**config.mk**
```make
export PLATFORM = sky130hd
export DESIGN_NAME = wakeup_arbiter
export DESIGN_NICKNAME = d
export VERILOG_FILES = /design/src/rtl/iq_pkg.sv /design/src/rtl/wakeup_fifo.sv /design/src/rtl/wakeup_arbiter.sv
export SDC_FILE = /design/constraint.sdc
export NUM_CORES = 1
export LEC_CHECK = 0
export CORE_MARGIN = 2
export CORE_UTILIZATION = 34
export CTS_BUF_LIST = sky130_fd_sc_hd__clkbuf_4 sky130_fd_sc_hd__clkbuf_8
export DETAILED_ROUTE_END_ITERATION = 7
export PLACE_DENSITY = 0.67
export SETUP_SLACK_MARGIN = 0.3
export SLEW_MARGIN = 15
export SYNTH_ARGS = -nofsm -noshare
export SYNTH_HDL_FRONTEND = slang
export SYNTH_SLANG_ARGS = --single-unit
```
**constraint.sdc**
```tcl
create_clock -name clk -period 3 [get_ports clk]
set_input_delay 0.6 -clock clk [delete_from_list [all_inputs] [get_ports clk]]
set_output_delay 0.6 -clock clk [all_outputs]
set_load 0.02 [all_outputs]
```
**src/rtl/iq_pkg.sv**
```systemverilog
// Shared issue-queue / ROB types: tag widths and the completion record.
package iq_pkg;

  localparam int unsigned PREG_W = 8;
  localparam int unsigned ROB_W  = 7;

  typedef struct packed {
    logic [ROB_W-1:0]  rob;
    logic [PREG_W-1:0] preg;
  } completion_t;

endpackage

```
**src/rtl/wakeup_fifo.sv**
```systemverilog
// Single-requester circular buffer of completion records with synchronous clear.
module wakeup_fifo
  import iq_pkg::*;
#(
  parameter int unsigned DEPTH = 2,
  localparam int unsigned CntW = $clog2(DEPTH + 1)
) (
  input  logic            clk,
  input  logic            reset,
  input  logic            i_clr,
  input  logic            i_push,
  input  completion_t     i_data,
  input  logic            i_pop,
  output completion_t     o_head,
  output logic [CntW-1:0] o_count
);

  localparam int unsigned PtrW = $clog2(DEPTH);

  completion_t     r_mem [DEPTH];
  logic [PtrW-1:0] r_wptr;
  logic [PtrW-1:0] r_rptr;
  logic [CntW-1:0] r_count;

  // Storage array: payload only, so no reset is needed.
  always_ff @(posedge clk) begin
    if (i_push && !i_clr) begin
      r_mem[r_wptr] <= i_data;
    end
  end

  // Pointers and occupancy; DEPTH is a power of two so pointers wrap naturally.
  always_ff @(posedge clk or negedge reset) begin
    if (!reset) begin
      r_wptr  <= '0;
      r_rptr  <= '0;
      r_count <= '0;
    end else if (i_clr) begin
      r_wptr  <= '0;
      r_rptr  <= '0;
      r_count <= '0;
    end else begin
      if (i_push) r_wptr <= r_wptr + 1'b1;
      if (i_pop)  r_rptr <= r_rptr + 1'b1;
      unique case ({i_push, i_pop})
        2'b10:   r_count <= r_count + 1'b1;
        2'b01:   r_count <= r_count - 1'b1;
        default: r_count <= r_count;
      endcase
    end
  end

  assign o_head  = r_mem[r_rptr];
  assign o_count = r_count;

endmodule

```
**src/rtl/wakeup_arbiter.sv**
```systemverilog
// Completion-broadcast scheduler: per-requester FIFOs, round-robin pick, one
// registered wakeup/completion broadcast per cycle.
module wakeup_arbiter
  import iq_pkg::*;
#(
  parameter int unsigned NUM_REQ = 4,
  parameter int unsigned DEPTH   = 2,
  localparam int unsigned CntW   = $clog2(NUM_REQ * DEPTH + 1)
) (
  input  logic                      clk,
  input  logic                      reset,
  input  logic                      flush,
  input  logic [NUM_REQ-1:0]        req_valid,
  output logic [NUM_REQ-1:0]        req_ready,
  input  logic [NUM_REQ*PREG_W-1:0] req_preg,
  input  logic [NUM_REQ*ROB_W-1:0]  req_rob,
  output logic                      executed,
  output logic [PREG_W-1:0]         executedReg,
  output logic [ROB_W-1:0]          completedRob,
  output logic [CntW-1:0]           pending_cnt
);

  localparam int unsigned PtrW     = $clog2(NUM_REQ);
  localparam int unsigned FifoCntW = $clog2(DEPTH + 1);

  completion_t         w_head  [NUM_REQ];
  logic [FifoCntW-1:0] w_count [NUM_REQ];
  logic [NUM_REQ-1:0]  w_ready;
  logic [NUM_REQ-1:0]  w_push;
  logic [NUM_REQ-1:0]  w_pop;
  logic [NUM_REQ-1:0]  w_nonempty;

  logic [2*NUM_REQ-1:0] w_dbl;
  logic [NUM_REQ-1:0]   w_rot;
  logic                 w_grant;
  logic [PtrW-1:0]      w_off;
  logic [PtrW:0]        w_sum;
  logic [PtrW-1:0]      w_gnt_idx;
  logic [PtrW-1:0]      w_next_rr;
  logic [CntW-1:0]      w_push_cnt;

  logic [PtrW-1:0]   r_rr_ptr;
  logic              r_executed;
  logic [PREG_W-1:0] r_exec_reg;
  logic [ROB_W-1:0]  r_comp_rob;
  logic [CntW-1:0]   r_pending;

  for (genvar gi = 0; gi < NUM_REQ; gi++) begin : g_fifo
    completion_t w_data;
    assign w_data.preg = req_preg[gi*PREG_W +: PREG_W];
    assign w_data.rob  = req_rob[gi*ROB_W +: ROB_W];

    wakeup_fifo #(
      .DEPTH (DEPTH)
    ) u_fifo (
      .clk     (clk),
      .reset   (reset),
      .i_clr   (flush),
      .i_push  (w_push[gi]),
      .i_data  (w_data),
      .i_pop   (w_pop[gi]),
      .o_head  (w_head[gi]),
      .o_count (w_count[gi])
    );
  end

  // Ready depends only on occupancy and flush: a full FIFO popped this cycle stays not-ready.
  always_comb begin
    w_ready    = '0;
    w_nonempty = '0;
    w_push_cnt = '0;
    for (int i = 0; i < NUM_REQ; i++) begin
      w_nonempty[i] = (w_count[i] != '0);
      w_ready[i]    = (w_count[i] < FifoCntW'(DEPTH)) & ~flush;
    end
    w_push = req_valid & w_ready;
    for (int i = 0; i < NUM_REQ; i++) begin
      w_push_cnt = w_push_cnt + CntW'(w_push[i]);
    end
  end

  assign req_ready = w_ready;

  // Round-robin pick: rotate so rr_ptr is bit 0, find first, rotate the index back.
  always_comb begin
    w_dbl   = {w_nonempty, w_nonempty};
    w_rot   = w_dbl[r_rr_ptr +: NUM_REQ];
    w_grant = 1'b0;
    w_off   = '0;
    for (int k = 0; k < NUM_REQ; k++) begin
      if (!w_grant && w_rot[k]) begin
        w_grant = 1'b1;
        w_off   = PtrW'(k);
      end
    end
    w_sum = {1'b0, r_rr_ptr} + {1'b0, w_off};
    if (w_sum >= (PtrW + 1)'(NUM_REQ)) begin
      w_sum = w_sum - (PtrW + 1)'(NUM_REQ);
    end
    w_gnt_idx = w_sum[PtrW-1:0];
    w_next_rr = (w_gnt_idx == PtrW'(NUM_REQ - 1)) ? '0 : w_gnt_idx + 1'b1;
    w_pop     = '0;
    if (w_grant && !flush) begin
      w_pop[w_gnt_idx] = 1'b1;
    end
  end

  // Broadcast registers, round-robin pointer and occupancy total; flush overrides everything.
  always_ff @(posedge clk or negedge reset) begin
    if (!reset) begin
      r_rr_ptr   <= '0;
      r_executed <= 1'b0;
      r_exec_reg <= '0;
      r_comp_rob <= '0;
      r_pending  <= '0;
    end else if (flush) begin
      r_rr_ptr   <= '0;
      r_executed <= 1'b0;
      r_pending  <= '0;
    end else begin
      r_executed <= w_grant;
      if (w_grant) begin
        r_exec_reg <= w_head[w_gnt_idx].preg;
        r_comp_rob <= w_head[w_gnt_idx].rob;
        r_rr_ptr   <= w_next_rr;
      end
      r_pending <= r_pending + w_push_cnt - CntW'(w_grant);
    end
  end

  assign executed     = r_executed;
  assign executedReg  = r_exec_reg;
  assign completedRob = r_comp_rob;
  assign pending_cnt  = r_pending;

endmodule

```
==> results.py, run 1 <==
metrics = {
    "sta": {
        "post-route-period-util_pct": 92.2,
        "final.setup.tns_ns": 0,
        "worst_pin_slew_ns": 0.987,
        "fin_crit_ns": 2.76,
        "rsz0062_at_grt": "true",
        "fmax_mhz": 362,
        "finalSetupViolations": 0,
        "drv_slew": 0,
        "fin_worst_skew_ns": 0.0124,
        "hold_violations": 0,
        "worst_slew_margin_rel_pct": 34.2,
        "postLayoutSetupSlackWorst_ns": 0.235,
        "hold_ws_ns": 0.315,
    },
    "placed_design": {
        "placed_cell_area_sq_mm": 0.00819,
        "dpl.hpwl_mm": 10.5,
        "dp.cells": 793,
        "place.gp.congestion": 0.779,
        "post-place-ws_ns": -0.0874,
        "portBuffers": 90,
    },
    "floorplanning": {
        "coreArea_sq_mm": 0.0194,
        "die-area_sq_mm": 0.0209,
        "ios": 91,
        "die_h_um": 144,
        "start_util_pct": 34.6,
        "die_x_um": 144,
        "std_cell_rows": 51,
    },
    "clock_tree": {
        "cts_tree": "done",
        "hold_buffers": 0,
        "clkSinkCount": 158,
        "clk_pin_slew_ns": 0.09,
        "cts_buffer_depth": 2,
        "clock-root-buffer": "clkbuf_8",
        "clk-insertion-delay-late_ns": 0.44,
        "htree_levels": 4,
        "cts-buffers-inserted": 17,
    },
    "global_routing": {
        "grt_max_degree": 39,
        "grt_pass1_vias": 4235,
        "grt_pass1_wl_mm": 23.0,
        "track_usage_pct": 15.4,
        "antenna_found_initial": 0,
        "grt-ovfl-total": 0,
    },
    "synth": {
        "synth_area_sq_mm": 0.00671,
        "yosys_warnings": 0,
        "ys_async_sr_fraction_pct": 24.1,
        "yosysUniqueCellTypes": 50,
        "synth_edf_count": 120,
        "synth_seq_area_share_pct": 67.9,
        "syn_nets": 505,
        "netlist_instances": 427,
        "synth_seq_cells": 158,
        "syn_area_per_cell_sq_um": 15.7,
        "synthFlopType": "edfxtp_1",
    },
    "finish": {
        "multi_input_area_sq_mm": 0.00215,
        "instances_no_fill": 847,
        "final-seq-area_sq_mm": 0.00456,
        "drive_gt1_share_pct": 23.2,
        "fin_nets": 647,
        "design_area_sq_mm": 0.00886,
        "postLayoutCoreUtil_pct": 45.7,
        "fill_cells": 1742,
        "antenna_cells": 0,
        "area_growth_syn_to_layout_pct": 32.1,
    },
    "setup_path": {
        "rr_endpoint": "g_fifo[1].u_fifo.o_count[1]$_DFFE_PN0P_",
        "critPathKind": "reg -> reg",
        "worst-r2r-setup-slack_ns": 0.24,
        "crit_path_max_fanout": 6,
        "cp-start-kind": "flip-flop",
        "rr_worst_depth": 10,
        "cp-startpoint": "g_fifo[2].u_fifo.o_count[0]$_DFFE_PN0P_",
        "worstPathArrival_ns": 3.13,
        "critical_path.endpoint": "g_fifo[1].u_fifo.o_count[1]$_DFFE_PN0P_",
        "worstReg2RegStart": "g_fifo[2].u_fifo.o_count[0]$_DFFE_PN0P_",
        "endpoint_kind": "flip-flop",
        "required_ns": 3.36,
    },
    "routing": {
        "vias": 4050,
        "drc": 0,
        "ant_nets": 0,
        "drt-initial-drc-count": 275,
        "dr.pass1.iters": 4,
        "vias_per_cell": 4.78,
        "wire_per_inst_um": 18.5,
        "wirelength_mm": 15.7,
    },
    "hold_path": {
        "hold_class": "in -> async",
    },
    "run": {
        "cap_violations": 0,
    },
    "pwr": {
        "peakVddDrop_mv": 0.551,
        "power_density_mw_per_mm2": 1070,
        "p_total_mw": 9.48,
        "leakagePower_nw": 3.18,
    },
    "outcome": {
        "status": "finished clean",
    },
}
state kept, by name (all words and copies together), names as in the netlist:
register	cells
g_fifo.u_fifo.r_mem	120
executedReg	8
g_fifo.u_fifo.o_count	8
completedRob	7
g_fifo.u_fifo.r_rptr	4
g_fifo.u_fifo.r_wptr	4
pending_cnt	4
r_rr_ptr	2
executed	1
cell families after synthesis:
group           share of synthesized area [%]
mux                                      15.0
xor+xnor                                 2.59
simple gates                             5.69
flops                                    67.9
buf+inv                                  2.22
compound gates                           4.23
fa+ha+maj                                2.39
worst max-delay path, stage by stage, from the launching register on:
cell and delay (ns):
dfrtp_2 0.42, or2_4 0.28, a311oi_2 0.25, a21oi_1 0.08, or3_4 0.35, ha_4 0.34
buf_4 0.13, and3_4 0.18, mux2i_2 0.07, or4_1 0.42, a41oi_2 0.15
synth_stat cells, types with 2 or more instances:
master / number / area [sq um]
edfxtp_1: 120 / 3600
mux2i_1: 60 / 601
dfrtp_1: 38 / 951
nor2_1: 29 / 109
nand2_1: 25 / 93.8
clkbuf_1: 18 / 67.6
mux4_1: 14 / 368
xnor2_1: 14 / 123
inv_1: 12 / 45.0
o21ai_0: 10 / 50.1
ha_1: 8 / 100
o21ai_1: 8 / 40.0
a21oi_1: 6 / 30.0
and3_1: 6 / 37.5
a31oi_1: 5 / 31.3
and2_1: 4 / 25.0
nor3_1: 4 / 20.0
xor2_1: 4 / 35.0
fa_1: 3 / 60.1
inv_2: 3 / 11.3
nor2b_1: 3 / 18.8
nor4_1: 3 / 18.8
buf_2: 2 / 10.0
or4_1: 2 / 15.0
report_power, final:
part / leakage [nW] / switching, mW / internal [mW]
Clock: 0.187 / 0.806 / 0.680
Sequential: 1.57 / 0.305 / 2.77
Combinational: 1.42 / 2.33 / 2.59
Total: 3.18 / 3.44 / 6.04
layout make-up:
cell class	count	area share, %
inverters	15	0.805
clock inverters	14	1.45
repair buffers	145	15.5
well taps	265	3.74
flip-flops and latches	158	51.5
clock buffers	18	2.73
multi-input cells	232	24.3
metal layers:
layer / part of all wire [%] / track usage [%] / vias up
li1: - / - / 1887
met1: 39 / 17.0 / 2026
met2: 53 / 28.0 / 117
met3: 5.6 / 4.44 / 20
met4: 1.8 / 5.67 / 0
met5: 0 / 0 / -
repair_timing:
item | in CTS | in global routing
cloned | 0 | 0
resized for setup | 16 | 31
buffers inserted | 14 | 8
setup endpoints to repair | 26 | 24
pin swaps | 5 | 10
layout by cell type, fill, tap and decap left out, types with 4 or more instances in the layout:
master,n
buf_4,47
mux4_1,10
dfrtp_1,30
mux2i_1,60
nor2_2,5
clkbuf_8,17
dfrtp_2,8
and3_1,5
nor2_1,23
xnor2_1,13
a21oi_1,5
o21ai_1,15
ha_1,5
edfxtp_1,120
a31oi_1,5
xor2_1,4
nand2_1,23
inv_6,9
clkdlybuf4s50_1,89
mux4_2,5
nor3_1,4
inv_1,11
how the worst min path moves through the flow:
stage	start	slack, ns	cells after the start	end
2_1_floorplan	reset	0.30	0	completedRob[0]$_DFFE_PN0P_
3_3_place_gp	executedReg[2]$_DFFE_PN0P_	0.47	2	executedReg[2]$_DFFE_PN0P_
3_5_place_dp	executedReg[6]$_DFFE_PN0P_	0.48	2	executedReg[6]$_DFFE_PN0P_
4_1_cts	reset	0.32	1	executed$_DFF_PN0_
5_1_grt	reset	0.37	1	executed$_DFF_PN0_
6_report	reset	0.31	1	executed$_DFF_PN0_
Power figures use the tool's default switching activity.
==> run 2: changes to the inputs <==
Settings changed: TNS_END_PERCENT from default to 100.
==> results of run 2 <==
No change in the layout: final DEF, timing and power equal those of run 1.
==> run 3: changes to the inputs <==
Settings changed: CAP_MARGIN from default to 0, GPL_ROUTABILITY_DRIVEN from default to 0.
==> results of run 3 <==
No change in the layout: final DEF, timing and power equal those of run 1.
